$ cat config.mk
export PLATFORM = sky130hd
export DESIGN_NAME = multiword_add_seq
export DESIGN_NICKNAME = d
export VERILOG_FILES = /design/src/rtl/multiword_add_pkg.sv /design/src/rtl/nibble_adder_ci.sv /design/src/rtl/multiword_add_seq.sv
export SDC_FILE = /design/constraint.sdc
export NUM_CORES = 1
export LEC_CHECK = 0
export ABC_CLOCK_PERIOD_IN_PS = 5700
export CORE_MARGIN = 4
export CORE_UTILIZATION = 40
export DETAILED_ROUTE_END_ITERATION = 16
export PLACE_DENSITY = 0.67
export SYNTH_ARGS = -nofsm -noshare
export SYNTH_HDL_FRONTEND = slang
export SYNTH_HIERARCHICAL = 1
export SYNTH_SLANG_ARGS = --single-unit
export TNS_END_PERCENT = 30
$ cat constraint.sdc
create_clock -name clk -period 5.7 [get_ports clk]
set_input_delay 1.71 -clock clk [delete_from_list [all_inputs] [get_ports clk]]
set_output_delay 1.71 -clock clk [all_outputs]
set_load 0.01 [all_outputs]
$ cat src/rtl/multiword_add_pkg.sv
// Shared types and constants for the nibble-serial multiword adder.
package multiword_add_pkg;

    localparam int unsigned SLICE_W = 4;

    typedef enum logic [1:0] {
        IDLE = 2'd0,
        RUN  = 2'd1,
        DONE = 2'd2
    } mwa_state_t;

endpackage

$ cat src/rtl/nibble_adder_ci.sv
// 4-bit ripple-carry adder slice with carry-in; purely combinational.
module nibble_adder_ci (
    input  logic [3:0] a,
    input  logic [3:0] b,
    input  logic       ci,
    output logic [3:0] sum,
    output logic       co
);

    // Ripple the carry bit by bit from the LSB.
    always_comb begin
        logic c;
        c   = ci;
        sum = '0;
        for (int i = 0; i < 4; i++) begin
            sum[i] = a[i] ^ b[i] ^ c;
            c      = (a[i] & b[i]) | (c & (a[i] ^ b[i]));
        end
        co = c;
    end

endmodule

$ cat src/rtl/multiword_add_seq.sv
// Nibble-serial (4*NWORDS)-bit adder with valid/ready operand and result handshakes.
// Optional subtract support (in_sub port) when MULTIWORD_ADD_SUB_EN is defined.
module multiword_add_seq
    import multiword_add_pkg::*;
#(
    parameter int unsigned NWORDS = 4
) (
    input  logic                      clk,
    input  logic                      rst,
    input  logic                      in_valid,
    output logic                      in_ready,
    input  logic [SLICE_W*NWORDS-1:0] in_a,
    input  logic [SLICE_W*NWORDS-1:0] in_b,
`ifdef MULTIWORD_ADD_SUB_EN
    input  logic                      in_sub,
`endif
    output logic                      out_valid,
    input  logic                      out_ready,
    output logic [SLICE_W*NWORDS-1:0] out_sum,
    output logic                      out_carry,
    output logic                      busy
);

    localparam int unsigned W     = SLICE_W * NWORDS;
    localparam int unsigned CNT_W = $clog2(NWORDS + 1);

    mwa_state_t           state_q;
    mwa_state_t           state_d;
    logic [CNT_W-1:0]     cnt_q;
    logic [W-1:0]         a_q;
    logic [W-1:0]         b_q;
    logic [W-1:0]         res_q;
    logic                 carry_q;

    logic                 sub_c;
    logic                 accept_c;
    logic                 last_c;
    logic [SLICE_W-1:0]   slice_sum_c;
    logic                 slice_co_c;
    logic [W-1:0]         res_next_c;

`ifdef MULTIWORD_ADD_SUB_EN
    assign sub_c = in_sub;
`else
    assign sub_c = 1'b0;
`endif

    // Handshake and sequencing decodes.
    assign in_ready   = (state_q == IDLE) && !rst;
    assign busy       = (state_q != IDLE);
    assign out_valid  = (state_q == DONE);
    assign accept_c   = in_valid && in_ready;
    assign last_c     = (state_q == RUN) && (cnt_q == CNT_W'(NWORDS - 1));
    // New nibble enters at the MSB end; works for NWORDS=1 as well.
    assign res_next_c = W'({slice_sum_c, res_q} >> SLICE_W);

    // Single shared adder slice working on the low nibble of each operand register.
    nibble_adder_ci u_slice (
        .a   (a_q[SLICE_W-1:0]),
        .b   (b_q[SLICE_W-1:0]),
        .ci  (carry_q),
        .sum (slice_sum_c),
        .co  (slice_co_c)
    );

    // State register.
    always_ff @(posedge clk) begin
        if (rst) state_q <= IDLE;
        else     state_q <= state_d;
    end

    // Next-state logic.
    always_comb begin
        state_d = state_q;
        case (state_q)
            IDLE:    if (accept_c)  state_d = RUN;
            RUN:     if (last_c)    state_d = DONE;
            DONE:    if (out_ready) state_d = IDLE;
            default:                state_d = IDLE;
        endcase
    end

    // Operand capture, nibble shifting, carry chaining and result load.
    always_ff @(posedge clk) begin
        if (rst) begin
            cnt_q     <= '0;
            a_q       <= '0;
            b_q       <= '0;
            res_q     <= '0;
            carry_q   <= 1'b0;
            out_sum   <= '0;
            out_carry <= 1'b0;
        end else begin
            case (state_q)
                IDLE: begin
                    if (accept_c) begin
                        a_q     <= in_a;
                        b_q     <= sub_c ? ~in_b : in_b;
                        carry_q <= sub_c;
                        cnt_q   <= '0;
                    end
                end
                RUN: begin
                    a_q     <= a_q >> SLICE_W;
                    b_q     <= b_q >> SLICE_W;
                    res_q   <= res_next_c;
                    carry_q <= slice_co_c;
                    cnt_q   <= cnt_q + CNT_W'(1);
                    if (last_c) begin
                        out_sum   <= res_next_c;
                        out_carry <= slice_co_c;
                    end
                end
                default: ;
            endcase
        end
    end

endmodule

== After elaboration in Yosys (flattened, before gate mapping) ==
Cells that the tools add are included.

* Bitwise gates (word level): 20
* $add $sub $neg: 1
* Magnitude comparators: 0
* Shift-type cells: 0
* Divide/modulo/power cells: 0
* Equality and inequality tests: 6
* Multipliers: 0
* Reductions and logical operators: 10
* Muxes and demuxes: 12

{| class="wikitable"
|+ Operators by type and width
! cell !! count
|-
| case mux 16 bit (2 select lines) || 2
|-
| two-way mux 16 bit || 2
|-
| AND 1 bit || 8
|-
| XOR 1 bit || 8
|-
| two-way mux 2 bit || 3
|-
| case mux 2 bit (3 select lines) || 1
|-
| case mux 3 bit (2 select lines) || 1
|-
| inequality test 2 bit (second input constant) || 2
|-
| bitwise OR 1 bit || 4
|-
| AND reduction 2 bit || 2
|-
| nonzero test 2 bit || 2
|-
| adder 3 x 1 -> 3 bit (second input constant) || 1
|-
| equality test 3 x 2 -> 1 bit (second input constant) || 1
|-
| logical AND 1 bit || 3
|-
| two-way mux 3 bit || 1
|-
| AND reduction 3 bit || 1
|-
| equality test 2 x 1 -> 1 bit (second input constant) || 1
|-
| equality test 2 bit (second input constant) || 1
|-
| logical NOT 2 bit || 1
|-
| inequality test 2 x 1 -> 1 bit (second input constant) || 1
|-
| case mux 1 bit (2 select lines) || 1
|-
| logical NOT 1 bit || 1
|-
| two-way mux 1 bit || 1
|}

* Bits in latches: 0
* Bits of input ports: 36
* Memories: 0
* Memory bits (read-only): 0
* Bits in writable memories: 0
* Output and inout port bits: 20
* Word-level logic and storage cells: 57
* Bits in registers: 71

== Depth between registers and ports, before layout ==
Gate-level depths: netlist of run 1.

* Word-level depth: 10
* Mapped depth: 10
* Mapped depth without buffers: 10

== Cells and area by module ==
Netlist of run 1, hierarchy kept.

{| class="wikitable"
|+ Modules (own cells, without submodules)
! module !! times used !! seq. area each (µm²) !! area an instance (µm²) !! cells each
|-
| multiword_add_seq || 1 || 1341.3 || 2625.0 || 299
|-
| nibble_adder_ci || 1 || 0.0 || 117.6 || 14
|}

== Worst setup path after synthesis of run 1 ==
Ideal clock, no wire load.

* Path type: in2out
* From: input rst
* To: output in_ready
* Stages on the path: 4
* Buffers on the path: 3
* Data required time: 3.990 ns
* Path slack: 1.647 ns
* Data arrival time: 2.343 ns
* Path through: clkbuf_1 > buf_2 > buf_2 > nor2_1

* Cells in the longest elaborated chain, start to end: 2

{| class="wikitable"
|+ RTL lines
! what !! RTL line !! RTL
|-
| start, declared || multiword_add_seq.sv:9 || <nowiki>input logic rst,</nowiki>
|-
| logical NOT 1 bit || multiword_add_seq.sv:49 || <nowiki>assign in_ready = (state_q == IDLE) && !rst;</nowiki>
|-
| logical AND 1 bit || multiword_add_seq.sv:49 ||
|-
| end, declared || multiword_add_seq.sv:11 || <nowiki>output logic in_ready,</nowiki>
|}

Every way passes these cells.

== Final worst setup path of run 1 ==
Same ends and word-level chain as after synthesis.

==> results by group, run 1 <==
Floorplan
  – Die X: 90.8 um
  – Die H: 90.8 um
  – Placement Rows: 29
  – Top Ports: 56
  – Core Area: 6490 sq um
  – Initial Util: 42.2%
  – Die Area: 8250 sq um

Global route
  – Largest net degree at the start of global routing: 69
  – Global Route Usage Sum: 15.2%
  – Initial antenna violation count: 0
  – Vias in the first global route: 2,151
  – First-pass GRT wire length: 10.1 mm
  – Overflow after GRT: 0

Route
  – Routed vias: 2,246
  – Via-to-Cell Ratio: 5.10
  – WL final: 6.03 mm
  – Final ANT Viol Nets: 0
  – Initial DRC count: 141
  – Drt wl/cell: 13.7 um
  – Post-route DRC: 0
  – Pre-antenna DRT Iters: 4

Logic synthesis
  – Seq/Total Area, Yosys: 48.9%
  – Post-synth EDFFs: 0
  – Area leader, netlist: dfxtp_1
  – Top cells by area, synth: dfxtp_1 49%, a21oi_1 9.9%, o221a_2 9.9%, nand2_1 8.5%, inv_1 5.1%
  – Commonest register cell after synthesis: dfxtp_1
  – Top cell type's share of synthesized area: 48.9%
  – #FFs+latches synth: 67
  – Post-synthesis instance area: 2740 sq um
  – Mean post-synth cell area: 8.76 sq um
  – Synth async-reset ratio: 0%
  – Post-synthesis cell type count: 25
  – Synth Instances: 313
  – Synth Net Count: 355
  – Yosys Warn Count: 6

Power
  – Peak supply drop: 0.189 mV
  – Power Dens Cells: 323 nW/um^2
  – Total power: 1150 uW
  – Leakage: 0.00133 uW

Flow run
  – Total of max-cap violations: 0

Worst setup path
  – Setup CP Type: in -> out
  – Maximum fanout along the worst path: 2
  – CP arrival: 2470 ps
  – Crit end category: output port
  – Startpoint type of the worst setup path: input pin
  – Critical Path RT: 3990 ps

Clock network
  – Skew-Pair Late Insertion Delay: 340 ps
  – H-tree depth: 3
  – Hold buffers post-CTS: 0
  – Clock sinks: 67
  – CTS tree: done
  – CTS resizes: 0
  – CTS Buf Count: 9
  – Clock root cell: clkbuf_8
  – Setup Fix Bufs, Post-CTS: 0
  – Max clock buf depth: 2
  – Clock slew at reported path FFs: 80 ps

STA
  – Worst hold margin: 454 ps
  – Slew Viols, Final: 0
  – RSZ-0062 raised after global routing: no
  – Worst slew pin tran: 952 ps
  – Part of the cycle the worst path needs: 73.4%
  – Final TNS setup: 0 ps
  – Fmax: 239 MHz
  – Final Setup Violations: 0
  – Slew HR: 36.5%
  – Final Skew: 8.49 ps
  – Final Critical Period: 4180 ps
  – Fin. Hold Viols: 0

Place
  – DP HPWL: 4.07 mm
  – Placed cell area: 3280 sq um
  – Port-buffer cells: 55
  – Placer Congestion: 0.741

Final layout
  – N_diodes: 0
  – Most common cell after layout, fill and taps aside: dfxtp_1
  – Final Instance Area: 3560 sq um
  – Area delta synth->final: 29.7%
  – Final net count: 400
  – Most frequent cells in the layout: 67 x dfxtp_1, 62 x nand2_1, 54 x a21oi_1, 54 x clkdlybuf4s50_1, 37 x inv_1
  – Share of cells above drive strength 1: 13.5%

Min path
  – Hold crit path type: reg -> reg

Run status
  – Status: finished, final reports clean
==> stage by stage <==
step                cells  utilization, %  setup WS [ps]
floorplan             313               -           1650
global placement      424            50.5           1510
detailed placement    424            50.5           1500
CTS                   440            54.7           1500
global route          440            54.7           1480
finish                440            54.7           1520
==> per-layer routing <==
layer / routed length [um] / global-route usage (%) / vias up
met5: 0 / 0 / -
met4: 68 / 4.15 / 0
met3: 357 / 5.67 / 9
met2: 2910 / 25.3 / 54
met1: 2700 / 18.3 / 1043
li1: - / - / 1140
==> synthesized netlist by cell type (4+ instances only) <==
master / instances
a21oi_1: 54
a22oi_1: 7
a2bb2oi_1: 4
buf_2: 12
clkbuf_1: 7
dfxtp_1: 67
fa_1: 4
inv_1: 37
nand2_1: 62
nor2_1: 12
o221a_2: 24
==> logic make-up (layout without fill, tap and decap cells) <==
family                     Yosys count  count (layout)  synth area share [%]
DFF                                 67              67                  48.9
adders and majority gates            6               6                  3.83
AOI/OAI and AO/OA                   93              93                  24.0
and+or+nand+nor                     85              85                  13.1
muxes                                2               2                 0.730
buffers and inverters               60             110                  9.44
==> critical path, stage by stage <==
cell	delay (ps)
buf_2	120
nor2_1	100
clkdlybuf4s50_1	540
==> flip-flops by register name (all words and copies together), names as in the netlist <==
name and count:
cnt_q 3, carry_q 1, res_q 12, out_carry 1, a_q 16, out_sum 16
state_q 2, b_q 16
==> final timing paths <==
| path | start | to | slack, ps | depth (start not counted) |
|---|---|---|---|---|
| hold reg to reg | res_q[5] | out_sum[1] | 450 | 2 |
| setup reg to reg | a_q[0] | out_sum[15] | 3490 | 10 |
| hold / removal | res_q[5] | out_sum[1] | 450 | 2 |
| setup / recovery | rst | in_ready | 1520 | 3 |
==> where the power goes <==
group	internal (uW)	switching (uW)
combinational	57.9	53.8
sequential	492	16.5
clock	347	181
total	897	251
==> final cells by class <==
type | count | area (sq um)
fillers | 602 | 2940
flip-flops and latches | 67 | 1340
multi-input cells | 186 | 1140
repair buffers | 57 | 561
inverters | 37 | 139
clock buffers | 10 | 138
clock inverters | 6 | 136
well taps | 77 | 96.3
Power figures use the tool's default switching activity.
==> run 2: changes to the inputs <==
--- a/config.mk
+++ b/config.mk
@@ -5,7 +5,7 @@
 export SDC_FILE = /design/constraint.sdc
 export NUM_CORES = 1
 export LEC_CHECK = 0
-export ABC_CLOCK_PERIOD_IN_PS = 5700
+export ABC_CLOCK_PERIOD_IN_PS = 4300
 export CORE_MARGIN = 4
 export CORE_UTILIZATION = 40
 export DETAILED_ROUTE_END_ITERATION = 16
==> constraint.sdc (replaced) <==
create_clock -name clk -period 4.3 [get_ports clk]
set_input_delay 1.29 -clock clk [delete_from_list [all_inputs] [get_ports clk]]
set_output_delay 1.29 -clock clk [all_outputs]
set_load 0.01 [all_outputs]
==> run 2 against run 1 <==
Net effect:
- total power grew 13%
- die area is the same
- clock-buffer cell count grew 3
- sequential power grew 33%
- flip-flop and latch count is the same
- wire length is the same
- clock skew shrank 4.0 ps
- worst setup slack lost 560 ps
- critical endpoint unchanged
- largest power group is now sequential cells
==> results by group, run 2 (synthesis gave the netlist of run 1 again) <==
Final layout
  – Final Instance Area: 3460 sq um
  – Multi-input logic area: 1140 sq um
  – Largest regs: a_q: 16 flops, b_q: 16 flops, out_sum: 16 flops
  – Most common cell after layout, fill and taps aside: dfxtp_1
  – Final net count: 400
  – # fillers: 621
  – Most frequent cells in the layout: 67 x dfxtp_1, 62 x nand2_1, 54 x a21oi_1, 54 x clkdlybuf4s50_1, 37 x inv_1
  – Share of cells above drive strength 1: 13.0%
  – Area delta synth->final: 26.2%
  – N_diodes: 0
  – Reg area: 1340 sq um

Floorplan
  – Die Area: 8250 sq um
  – Placement Rows: 29
  – Die H: 90.8 um
  – Initial Util: 42.2%
  – Die X: 90.8 um
  – Core Area: 6490 sq um
  – Top Ports: 56

Power
  – Net Switching: 313 uW
  – Total power: 1290 uW
  – Switching part of the total: 24.2%
  – Clock network fraction of total power: 36.4%
  – Leakage: 0.00129 uW
  – Seq pwr share: 52.1%
  – Power Dens Cells: 374 nW/um^2
  – Peak supply drop: 0.159 mV
  – P_int: 981 uW
  – Comb power frac: 11.5%

STA
  – Final Critical Period: 3350 ps
  – Final Skew: 4.44 ps
  – Final Setup Violations: 0
  – Fin. Hold Viols: 0
  – Part of the cycle the worst path needs: 77.8%
  – Fmax: 299 MHz
  – Final TNS setup: 0 ps
  – Worst slew pin tran: 1270 ps
  – Slew HR: 15.2%
  – RSZ-0062 raised after global routing: no
  – Slew Viols, Final: 0

Route
  – Initial DRC count: 116
  – WL final: 6.03 mm
  – Final ANT Viol Nets: 0
  – Drt wl/cell: 13.7 um
  – Routed vias: 2,248
  – Via-to-Cell Ratio: 5.12
  – Post-route DRC: 0
  – Pre-antenna DRT Iters: 4

Clock network
  – CTS Buf Count: 9
  – Clock sinks: 67
  – CTS resizes: 0
  – Clock root cell: clkbuf_8
  – Max clock buf depth: 2
  – Hold buffers post-CTS: 0
  – Skew-Pair Late Insertion Delay: 340 ps
  – Clock slew at reported path FFs: 70 ps
  – H-tree depth: 3
  – CTS tree: done
  – Setup Fix Bufs, Post-CTS: 0

Global route
  – Vias in the first global route: 2,063
  – Largest net degree at the start of global routing: 69
  – Global route hottest layer: met2
  – Met2 Usage GRT: 22.5%
  – Grt met1 use: 19.4%
  – Overflow after GRT: 0
  – Initial antenna violation count: 0
  – First-pass GRT wire length: 9.90 mm
  – Met3 usage: 6.50%
  – Global Route Usage Sum: 15.1%

Worst setup path
  – Critical Path RT: 3010 ps
  – Startpoint type of the worst setup path: input pin
  – Crit end category: output port
  – Maximum fanout along the worst path: 2
  – Setup CP Type: in -> out
  – CP arrival: 2060 ps

Flow run
  – Total of max-cap violations: 0

Run status
  – Status: finished, final reports clean

Place
  – Placer Congestion: 0.784
  – DP HPWL: 4.12 mm
  – Port-buffer cells: 55
  – Placed cell area: 3280 sq um

Min path
  – Hold crit path type: reg -> reg
-- run 2: worst max-delay path, cell delays in order --
cell and delay, ps:
buf_2 130, nor2_1 100, clkdlybuf4s50_1 540
-- run 2: cell type report --
cell class                      instances  share of cell area [%]
Clock buffer                           13                    4.88
Clock inverter                          2                   0.289
Inverter                               37                    4.01
Multi-Input combinational cell        186                    33.1
Sequential cell                        67                    38.8
Tap cell                               77                    2.78
Timing Repair Buffer                   57                    16.2
-- run 2: final timing paths --
kind / cells past startpoint / slack (ps) / endpoint / start
max reg2reg: 4 / 2000 / a_q[4] / state_q[0]
max: 3 / 950 / in_ready / rst
min reg2reg: 2 / 450 / out_sum[12] / out_sum[12]
min: 2 / 450 / out_sum[12] / out_sum[12]
-- run 2: metrics by stage --
| stage | worst slack [ps] | hold slack, ps | instances | utilization, % |
|---|---|---|---|---|
| final | 954 | 452 | 439 | 53.3 |
| after global routing | 914 | 474 | 439 | 53.3 |
| after CTS | 944 | 455 | 439 | 53.3 |
| after detailed placement | 944 | 445 | 424 | 50.5 |
| after global placement | 948 | 442 | 424 | 50.5 |
| after floorplan | 1090 | 432 | 313 | - |
-- run 2: power by group through the flow --
stage          clock [uW]  combinational (uW)  sequential (uW)
6_report              471                 149              674
5_1_grt               513                 166              678
4_1_cts               484                 151              673
3_5_place_dp            0                 150              687
3_3_place_gp            0                 148              687
2_1_floorplan           0                 100              680
-- run 2: metal layers --
metal	up-vias	share of wire, %
met5	-	0
met4	0	1.8
met3	12	6.9
met2	66	45
met1	1031	46
li1	1139	-
